--- src/rtl/pong_pkg.sv ---
// Shared definitions for the score display path: segment codes, converter
// state encoding and the double-dabble step used by the BCD converter.
package pong_pkg;

  localparam int SCORE_W = 7;

  // Active-high segment patterns, bit0=a .. bit6=g
  localparam logic [6:0] SEG_0   = 7'h3F;
  localparam logic [6:0] SEG_1   = 7'h06;
  localparam logic [6:0] SEG_2   = 7'h5B;
  localparam logic [6:0] SEG_3   = 7'h4F;
  localparam logic [6:0] SEG_4   = 7'h66;
  localparam logic [6:0] SEG_5   = 7'h6D;
  localparam logic [6:0] SEG_6   = 7'h7D;
  localparam logic [6:0] SEG_7   = 7'h07;
  localparam logic [6:0] SEG_8   = 7'h7F;
  localparam logic [6:0] SEG_9   = 7'h6F;
  localparam logic [6:0] SEG_OFF = 7'h00;

  typedef enum logic [1:0] {
    SD_IDLE  = 2'd0,
    SD_SHIFT = 2'd1,
    SD_LATCH = 2'd2
  } sd_state_t;

  // Nibble correction applied before each shift
  function automatic logic [3:0] add3(input logic [3:0] nib);
    return (nib >= 4'd5) ? nib + 4'd3 : nib;
  endfunction

  // One shift-add-3 step on {tens, units, binary}
  function automatic logic [14:0] dd_step(input logic [14:0] s);
    logic [14:0] adj;
    adj = {add3(s[14:11]), add3(s[10:7]), s[6:0]};
    return {adj[13:0], 1'b0};
  endfunction

endpackage

--- src/rtl/score_display_if.sv ---
// Score display bus: score/update/blink controls in, segment digits and status out.
interface score_display_if;

  logic [pong_pkg::SCORE_W-1:0] points;
  logic                         update;
  logic                         blink_en;
  logic                         blink_tick;
  logic [6:0]                   display0;
  logic [6:0]                   display1;
  logic                         busy;
  logic                         overflow;

  modport master (
    output points, update, blink_en, blink_tick,
    input  display0, display1, busy, overflow
  );

  modport slave (
    input  points, update, blink_en, blink_tick,
    output display0, display1, busy, overflow
  );

endinterface

--- src/rtl/seg7_decode.sv ---
// BCD digit to active-high 7-segment pattern; non-decimal codes stay dark.
module seg7_decode
  import pong_pkg::*;
(
  input  logic [3:0] bcd,
  output logic [6:0] seg
);

  // Digit lookup
  always_comb begin
    // NOTE: every path assigns seg (default first), so no latch is inferred.
    seg = SEG_OFF;
    case (bcd)
      4'd0:    seg = SEG_0;
      4'd1:    seg = SEG_1;
      4'd2:    seg = SEG_2;
      4'd3:    seg = SEG_3;
      4'd4:    seg = SEG_4;
      4'd5:    seg = SEG_5;
      4'd6:    seg = SEG_6;
      4'd7:    seg = SEG_7;
      4'd8:    seg = SEG_8;
      4'd9:    seg = SEG_9;
      default: seg = SEG_OFF;
    endcase
  end

endmodule

--- src/rtl/score_display.sv ---
// Two-digit score display: saturating binary score -> BCD through a sequential
// double-dabble converter, latched into registered 7-segment outputs with an
// optional blink mask. One update may wait while a conversion is running.
module score_display
  import pong_pkg::*;
#(
  parameter bit          SEG_ACTIVE_LOW = 1'b1,
  parameter int unsigned MAX_SCORE      = 99
) (
  input  logic             clk,
  input  logic             rst,
  score_display_if.slave   sd
);

  localparam logic [SCORE_W-1:0] MAX_VAL = SCORE_W'(MAX_SCORE);

  sd_state_t            state, state_n;
  logic                 load;
  logic [SCORE_W-1:0]   load_val;
  logic [14:0]          shreg;
  logic [2:0]           cnt;
  logic                 ovf_next;
  logic                 pend_valid;
  logic [SCORE_W-1:0]   pend_val;
  logic [3:0]           tens_q, units_q;
  logic [3:0]           tens_n, units_n;
  logic                 ovf_q;
  logic                 phase_on, phase_n;
  logic                 blink_en_q;
  logic                 blank_n;
  logic [6:0]           seg_tens, seg_units;
  logic [6:0]           disp0_q, disp1_q;

  // Blanking and output polarity applied on the way into the output registers
  function automatic logic [6:0] drive(input logic [6:0] seg, input logic blank);
    logic [6:0] s;
    s = blank ? SEG_OFF : seg;
    return SEG_ACTIVE_LOW ? ~s : s;
  endfunction

  // State register
  always_ff @(posedge clk) begin
    // NOTE: registers use non-blocking assignments so all flops update together.
    if (rst) state <= SD_IDLE;
    else     state <= state_n;
  end

  // Next state and conversion load selection
  always_comb begin
    state_n  = state;
    load     = 1'b0;
    load_val = '0;
    case (state)
      SD_IDLE: begin
        if (sd.update) begin
          load     = 1'b1;
          load_val = sd.points;
          state_n  = SD_SHIFT;
        end
      end
      SD_SHIFT: begin
        if (cnt == 3'd6) state_n = SD_LATCH;
      end
      SD_LATCH: begin
        // A fresh update arriving now is newer than anything pending
        if (sd.update) begin
          load     = 1'b1;
          load_val = sd.points;
          state_n  = SD_SHIFT;
        end else if (pend_valid) begin
          load     = 1'b1;
          load_val = pend_val;
          state_n  = SD_SHIFT;
        end else begin
          state_n  = SD_IDLE;
        end
      end
      default: state_n = SD_IDLE;
    endcase
  end

  // Converter datapath, pending slot and latched digits
  always_ff @(posedge clk) begin
    if (rst) begin
      shreg      <= '0;
      cnt        <= '0;
      ovf_next   <= 1'b0;
      pend_valid <= 1'b0;
      pend_val   <= '0;
      tens_q     <= '0;
      units_q    <= '0;
      ovf_q      <= 1'b0;
    end else begin
      if (load) begin
        shreg    <= {8'd0, (load_val > MAX_VAL) ? MAX_VAL : load_val};
        cnt      <= '0;
        ovf_next <= (load_val > MAX_VAL);
      end else if (state == SD_SHIFT) begin
        shreg <= dd_step(shreg);
        cnt   <= cnt + 3'd1;
      end

      if (state == SD_LATCH) begin
        tens_q  <= shreg[14:11];
        units_q <= shreg[10:7];
        ovf_q   <= ovf_next;
      end

      // LATCH consumes the pending slot (or the direct update) itself
      if (state == SD_LATCH) begin
        pend_valid <= 1'b0;
      end else if (sd.update && state == SD_SHIFT) begin
        pend_valid <= 1'b1;
        pend_val   <= sd.points;
      end
    end
  end

  // Values the output registers will show after this edge
  always_comb begin
    tens_n  = tens_q;
    units_n = units_q;
    if (state == SD_LATCH) begin
      tens_n  = shreg[14:11];
      units_n = shreg[10:7];
    end
    phase_n = phase_on;
    if (blink_en_q && !sd.blink_en) phase_n = 1'b1;
    else if (sd.blink_tick)         phase_n = ~phase_on;
    blank_n = sd.blink_en && !phase_n;
  end

  seg7_decode u_dec_tens  (.bcd(tens_n),  .seg(seg_tens));
  seg7_decode u_dec_units (.bcd(units_n), .seg(seg_units));

  // Blink phase and registered segment outputs
  always_ff @(posedge clk) begin
    if (rst) begin
      phase_on   <= 1'b1;
      blink_en_q <= 1'b0;
      disp0_q    <= drive(SEG_0, 1'b0);
      disp1_q    <= drive(SEG_0, 1'b0);
    end else begin
      phase_on   <= phase_n;
      blink_en_q <= sd.blink_en;
      disp0_q    <= drive(seg_units, blank_n);
      disp1_q    <= drive(seg_tens,  blank_n);
    end
  end

  assign sd.display0 = disp0_q;
  assign sd.display1 = disp1_q;
  assign sd.busy     = (state != SD_IDLE);
  assign sd.overflow = ovf_q;

endmodule
--- src/flat_wrapper.sv ---
// flat-port wrapper written by rule: the top's interface ports become plain ports
module score_display_flat import pong_pkg::*;
#(
  parameter bit          SEG_ACTIVE_LOW = 1'b1,
  parameter int unsigned MAX_SCORE      = 99
)
  (clk, rst, sd_points, sd_update, sd_blink_en, sd_blink_tick, sd_display0, sd_display1, sd_busy, sd_overflow);
  score_display_if sd_i ();
  input  logic clk;
  input  logic rst;
  input wire logic [$bits(sd_i.points)-1:0] sd_points;
  input wire logic [$bits(sd_i.update)-1:0] sd_update;
  input wire logic [$bits(sd_i.blink_en)-1:0] sd_blink_en;
  input wire logic [$bits(sd_i.blink_tick)-1:0] sd_blink_tick;
  output wire logic [$bits(sd_i.display0)-1:0] sd_display0;
  output wire logic [$bits(sd_i.display1)-1:0] sd_display1;
  output wire logic [$bits(sd_i.busy)-1:0] sd_busy;
  output wire logic [$bits(sd_i.overflow)-1:0] sd_overflow;
  assign sd_i.points = sd_points;
  assign sd_i.update = sd_update;
  assign sd_i.blink_en = sd_blink_en;
  assign sd_i.blink_tick = sd_blink_tick;
  assign sd_display0 = sd_i.display0;
  assign sd_display1 = sd_i.display1;
  assign sd_busy = sd_i.busy;
  assign sd_overflow = sd_i.overflow;
  score_display #(.SEG_ACTIVE_LOW(SEG_ACTIVE_LOW), .MAX_SCORE(MAX_SCORE)) u_core (.clk(clk), .rst(rst), .sd(sd_i));
endmodule
--- config.mk ---
export PLATFORM = sky130hd
export DESIGN_NAME = score_display_flat
export DESIGN_NICKNAME = d
export VERILOG_FILES = /design/src/rtl/pong_pkg.sv /design/src/rtl/score_display_if.sv /design/src/rtl/seg7_decode.sv /design/src/rtl/score_display.sv /design/src/flat_wrapper.sv
export SDC_FILE = /design/constraint.sdc
export NUM_CORES = 1
export LEC_CHECK = 0
export BUFFER_PORTS_ARGS = -buffer_cell sky130_fd_sc_hd__buf_2
export CORE_ASPECT_RATIO = 0.6
export CORE_MARGIN = 2
export CORE_UTILIZATION = 50
export CTS_BUF_LIST = sky130_fd_sc_hd__clkbuf_4 sky130_fd_sc_hd__clkbuf_8
export DETAILED_ROUTE_END_ITERATION = 7
export PLACE_DENSITY = 0.67
export SETUP_SLACK_MARGIN = 0.4
export SYNTH_ARGS = -nofsm -noshare
export SYNTH_HDL_FRONTEND = slang
export SYNTH_SLANG_ARGS = --single-unit
--- constraint.sdc ---
create_clock -name clk -period 6.1 [get_ports clk]
set_input_delay 0.305 -clock clk [delete_from_list [all_inputs] [get_ports clk]]
set_output_delay 0.305 -clock clk [all_outputs]
set_load 0.005 [all_outputs]
Yosys cells after proc, flatten, opt, wreduce, memory -nomap -nowiden:

Memory sizes are Yosys's and may differ from the RTL's.
Cells that the tools add are included.

* flip-flop bits (word level): 54
* bits in read-only memories: 224
* input port bits: 12
* output and inout bits: 16
* logic and storage cells: 67
* memories: 2

Memory list
* (name not given): words 16, width 7, rd ports 1, clocked after Yosys merged registers in 0, write ports 0, RTL line seg7_decode.sv:13 `case (bcd)`
* (name not given): words 16, width 7, rd ports 1, clocked after Yosys merged registers in 0, write ports 0, RTL line seg7_decode.sv:13

* add/subtract/negate cells: 3
* order comparisons: 3
* eq/ne operators: 5
* mux-type cells: 24
* bitwise logic cells: 4
* reduce and logical (&&, ||, !) cells: 12

Operator list (number)
* 7-bit two-way mux: 8
* 7-bit NOT: 2
* 7-bit one-hot mux with 2 select lines: 1
* 4-bit two-way mux: 3
* 4-bit by 3-bit >= comparator with 1-bit output, second input constant: 2
* 7-bit greater-than comparator, second input constant: 1
* 1-bit two-way mux: 6
* 2-bit two-way mux: 3
* 2-bit one-hot mux with 3 select lines: 1
* 4-bit by 2-bit adder with 4-bit output, second input constant: 1
* 2-bit AND reduction: 2
* 2-bit nonzero test: 2
* 2-bit OR reduction: 2
* 3-bit by 1-bit adder with 3-bit output, second input constant: 1
* 3-bit by 2-bit adder with 3-bit output, second input constant: 1
* 3-bit == test, second input constant: 1
* 1-bit logical AND: 3
* 3-bit two-way mux: 1
* 2-bit by 1-bit == test with 1-bit output, second input constant: 1
* 2-bit == test, second input constant: 1
* 1-bit logical NOT: 2
* 2-bit logical NOT: 1
* 2-bit by 1-bit inequality test with 1-bit output, second input constant: 1
* 2-bit inequality test, second input constant: 1
* other kinds (2): 3

Logic depth before layout (Yosys ltp):

* word-level depth: 7
* gate-level depth with buffers: 10
* gate-level depth less buffers: 8

Hierarchy:

Synthesis repeated with hierarchy kept, for this count alone.

* cell total of the unflattened synthesis: 316
* area, all modules: 2646.3 µm²

Modules (own cells, without submodules)
* score_display: times used 1, cells an instance 262, area an instance 2225.9 µm², sequential area each 1081.0 µm²
* seg7_decode (u_core.u_dec_units): times used 1, cells an instance 28, area an instance 219.0 µm², sequential area each 0.0 µm²
* seg7_decode (u_core.u_dec_tens): times used 1, cells an instance 26, area an instance 201.4 µm², sequential area each 0.0 µm²

Worst setup path before layout:

Ideal clock, no wire load.

* kind: reg-to-reg
* from: reg u_core.state[0]
* to: reg u_core.disp0_q[6] (netlist: u_core.sd.display0[6])
* setup time: 0.124 ns
* arrival time: 2.070 ns
* required time: 5.976 ns
* setup slack: 3.906 ns
* cell stages (with the launch flop): 11
* buffers on the path: 2
* period minus slack after synthesis: 2.194 ns
* cells stage by stage: dfxtp_1 > nand2b_2 > buf_6 > clkbuf_1 > nor2_1 > a21oi_1 > inv_1 > ha_1 > nor2_1 > a21oi_1 > a2111o_1

* word-level cells in the longest chain between the ends: 5

RTL lines
* start, declared: RTL line score_display.sv:17 `sd_state_t state, state_n;`
* start signal, assigned: RTL line score_display.sv:45 `else state <= state_n;`
* 2-bit == test: RTL line score_display.sv:123 `if (state == SD_LATCH) begin`
* 4-bit two-way mux
* named net u_core.u_dec_units.bcd[0]: RTL line seg7_decode.sv:5 `input logic [3:0] bcd,`
* memory 16 x 7 bit
* 7-bit two-way mux: RTL line score_display.sv:37 `s = blank ? SEG_OFF : seg;`
* 7-bit NOT: RTL line score_display.sv:38 `return SEG_ACTIVE_LOW ? ~s : s;`
* end signal, assigned: RTL line score_display.sv:141 `disp0_q <= drive(SEG_0, 1'b0);`
* end signal, assigned: RTL line score_display.sv:146 `disp0_q <= drive(seg_units, blank_n);`
* end, declared: RTL line score_display.sv:32 `logic [6:0] disp0_q, disp1_q;`

The timed path passes the listed nets, and every way through them passes these cells.
A chain may end at the register's enable or synchronous reset.

Final worst setup path:

Ends and elaborated chain as after synthesis.

==> reports/metrics.cfg <==
[outcome]
outcome=completed

[power_and_ir_drop]
internal_power_mw=0.4803
power.share.combinational_pct=9.3
cellPowerDensity_nw_per_um2=229.0
clock_power_share_pct=32.4
power.leakage_nw=1.200
power_frac_seq_pct=58.3
worst_ir_drop_vdd_v=0.0001045
switching_share_pct=25.20
p_switching_mw=0.1618

[logic_synthesis]
yosys.area.top_type=sky130_fd_sc_hd__dfxtp_1
mappedNetlistArea_um2=2567
yosys.cell_types.count=39
yosysTopAreaCellShare_pct=42.11
synth_enable_flop_cells=0
synthesis.instances=310
yosysWarningCount=0
syn_avg_cell_area_um2=8.282
ys_dominant_reg_cell=sky130_fd_sc_hd__dfxtp_1
synth_seq_cells=54
syn_nets=338
synth_area_leaders=sky130_fd_sc_hd__dfxtp_1, sky130_fd_sc_hd__a21oi_1, sky130_fd_sc_hd__ha_1
synth.yosys.seq_area_share_pct=42.11
async_flop_share_pct=0

[sta]
fmaxAchievable_ghz=0.3870
rsz0062_at_grt=false
max_slew_margin_pct=44.85
fin_skew_ns=0.01305
timing_max_transition_violations_final=0
final_min_period_over_clock_period_pct=42.36
hold_slack_ns=0.2388
report.final.hold_viol_count=0
report.final.setup_viol=0
setup_ws_ns=3.516
tightest_slew_ns=0.8272
min_period_ns=2.584
final.setup.tns_ns=0

[route]
avgViaCountPerCell=5.211
antenna_violating_nets_post_route=0
drt_first_iter_violations=89
drt-pass1-iter-count=4
route.vias.total=2053
totalWireLength_um=5301
post_drt_wl_per_cell_um=13.45
drt_drc_violations_left=0

[floorplanning]
die_y_extent_um=59.51
full_die_area_um2=5743
boundaryPins=28
die_w_um=96.51
start_util_pct=51.30
core_area_um2=5005
placementRows=20

[global_routing]
grt_use_total_pct=19.86
met1_demand_to_capacity_share_in_global_routing_pct=32.89
grt_antenna_before_repair=0
grt_pass1_vias=1772
gr-usage-met2_pct=24.50
globalRoute.busiestLayer=met1
grt_max_degree=45
grt_overflow=0
gr-usage-met3_pct=4.580
grt_first_pass_wirelength_um=8625

[clock_tree]
clk_pin_slew_worst_paths_ns=0.10
number_of_h_tree_branching_levels=2
tritoncts=built
hold_buffers=0
cts.root.buffer_cell=sky130_fd_sc_hd__clkbuf_8
cts_num_sinks=54
clock_insertion_delay_worst_skew_ns=0.31
cts_resized=0
cts-root-to-sink-buffers=2
number_of_buffers_created_by_cts=5
postCtsSetupRepairBufs=0

[cells_and_area]
finalInstanceArea_um2=2804
area_of_the_multi_input_gates_um2=1365
leading_cell_type_in_the_layout_fill_and_taps_excluded=sky130_fd_sc_hd__dfxtp_1
post_route_cells_drive_above_1_share_pct=14.63
finalNetCount=355
nFillCells=471
final-seq-area_um2=1081
highest_count_cells_in_the_layout_ignoring_fill_and_taps=sky130_fd_sc_hd__dfxtp_1, sky130_fd_sc_hd__a21oi_1, sky130_fd_sc_hd__nor2_1, sky130_fd_sc_hd__nand2_1, sky130_fd_sc_hd__buf_2
synthToLayoutAreaGrowth_pct=9.211
antenna_cells=0

[worst_setup_path]
critPathMaxFanout=20
timing.setup.critical_path_class=register to register
worst_ep_required_time_ns=6.31
critical_path_sink_type=register
setup.reg_to_reg.worst_slack_ns=3.52
critPathLaunchType=register
cp.arrival_ns=2.79

[placed_design]
portbufs=27
dp.final_hpwl_um=3729
place_ws_ns=3.519
dpl-instance-area_um2=2709
routabilityCongestion=0.8150

[flow_run]
max_cap_viol_count=0

[hold_path]
path_class_of_the_lowest_slack_min_delay_path=primary input to register

-- routing by layer --
| metal | up-vias | part of all wire (%) |
|---|---|---|
| met3 | 5 | 5.2 |
| met5 | - | 0 |
| li1 | 1078 | - |
| met2 | 44 | 37 |
| met1 | 926 | 57 |
| met4 | 0 | 0.94 |
-- worst paths after layout --
path                     start                    end  cells after the start
min                sd_blink_en      u_core.blink_en_q                      3
min reg2reg  u_core.blink_en_q        u_core.phase_on                      2
max            u_core.state[0]  u_core.sd.display0[6]                      8
max reg2reg    u_core.state[0]  u_core.sd.display0[6]                      8
-- critical path: stages (launching register included) --
cell and delay [ns]:
sky130_fd_sc_hd__dfxtp_1 0.55, sky130_fd_sc_hd__nand2b_2 0.52, sky130_fd_sc_hd__nor2_1 0.09, sky130_fd_sc_hd__a21oi_1 0.40, sky130_fd_sc_hd__inv_1 0.13, sky130_fd_sc_hd__ha_1 0.22, sky130_fd_sc_hd__nor2_1 0.12, sky130_fd_sc_hd__a21oi_1 0.06
sky130_fd_sc_hd__a2111o_1 0.40
-- sequential cells by signal, summed over array words and instances, names as in the netlist --
register,cells
u_core.blink_en_q,1
u_core.cnt,3
u_core.ovf_next,1
u_core.pend_val,7
u_core.pend_valid,1
u_core.phase_on,1
u_core.sd.display0,7
u_core.sd.display1,7
u_core.sd.overflow,1
u_core.shreg,15
u_core.state,2
u_core.tens_q,4
u_core.units_q,4
-- per-stage QoR --
step	std cells	power, mW	utilization [%]
final	394	0.6422	56.03
after global routing	394	0.6750	56.03
after CTS	394	0.6495	56.03
after detailed placement	386	0.4422	54.13
after global placement	386	0.4412	54.13
after floorplan	310	0.4239	-
-- cells by family (layout without fill, tap and decap cells) --
family	Yosys count	after routing	synth area share (%)
adder cells (fa/ha/maj)	16	16	7.797
multiplexers	15	15	6.871
flip-flops	54	54	42.11
buffers and inverters	29	47	4.727
AND/OR/NAND/NOR	119	119	20.95
XOR/XNOR	6	6	2.047
AO/OA/AOI/OAI	71	71	15.50
-- power by group through the flow --
stage | clock network (mW) | registers (mW) | logic (mW)
floorplan | 0 | 0.381 | 0.0433
global placement | 0 | 0.382 | 0.0595
finish | 0.208 | 0.374 | 0.0599
global route | 0.229 | 0.376 | 0.0697
detailed placement | 0 | 0.382 | 0.0599
CTS | 0.215 | 0.374 | 0.0600
-- synthesized netlist by cell type (all sizes together), types with 4 or more instances --
| master | number |
|---|---|
| buf | 5 |
| nand2b | 6 |
| nor2 | 40 |
| clkbuf | 12 |
| a21oi | 52 |
| mux2i | 10 |
| inv | 12 |
| nor3 | 7 |
| ha | 16 |
| dfxtp | 54 |
| o21ai | 8 |
| nand3 | 9 |
| nand2 | 40 |
| and2 | 4 |
| mux2 | 5 |
| xnor2 | 4 |
-- final cells by class --
class	count	share of cell area, %
Multi-Input combinational cell	227	48.68
Sequential cell	54	38.55
Timing Repair Buffer	27	4.819
Clock buffer	6	2.945
Tap cell	66	2.945
Inverter	12	1.606
Clock inverter	2	0.4462
No activity file was read; power rests on OpenSTA's default activity.
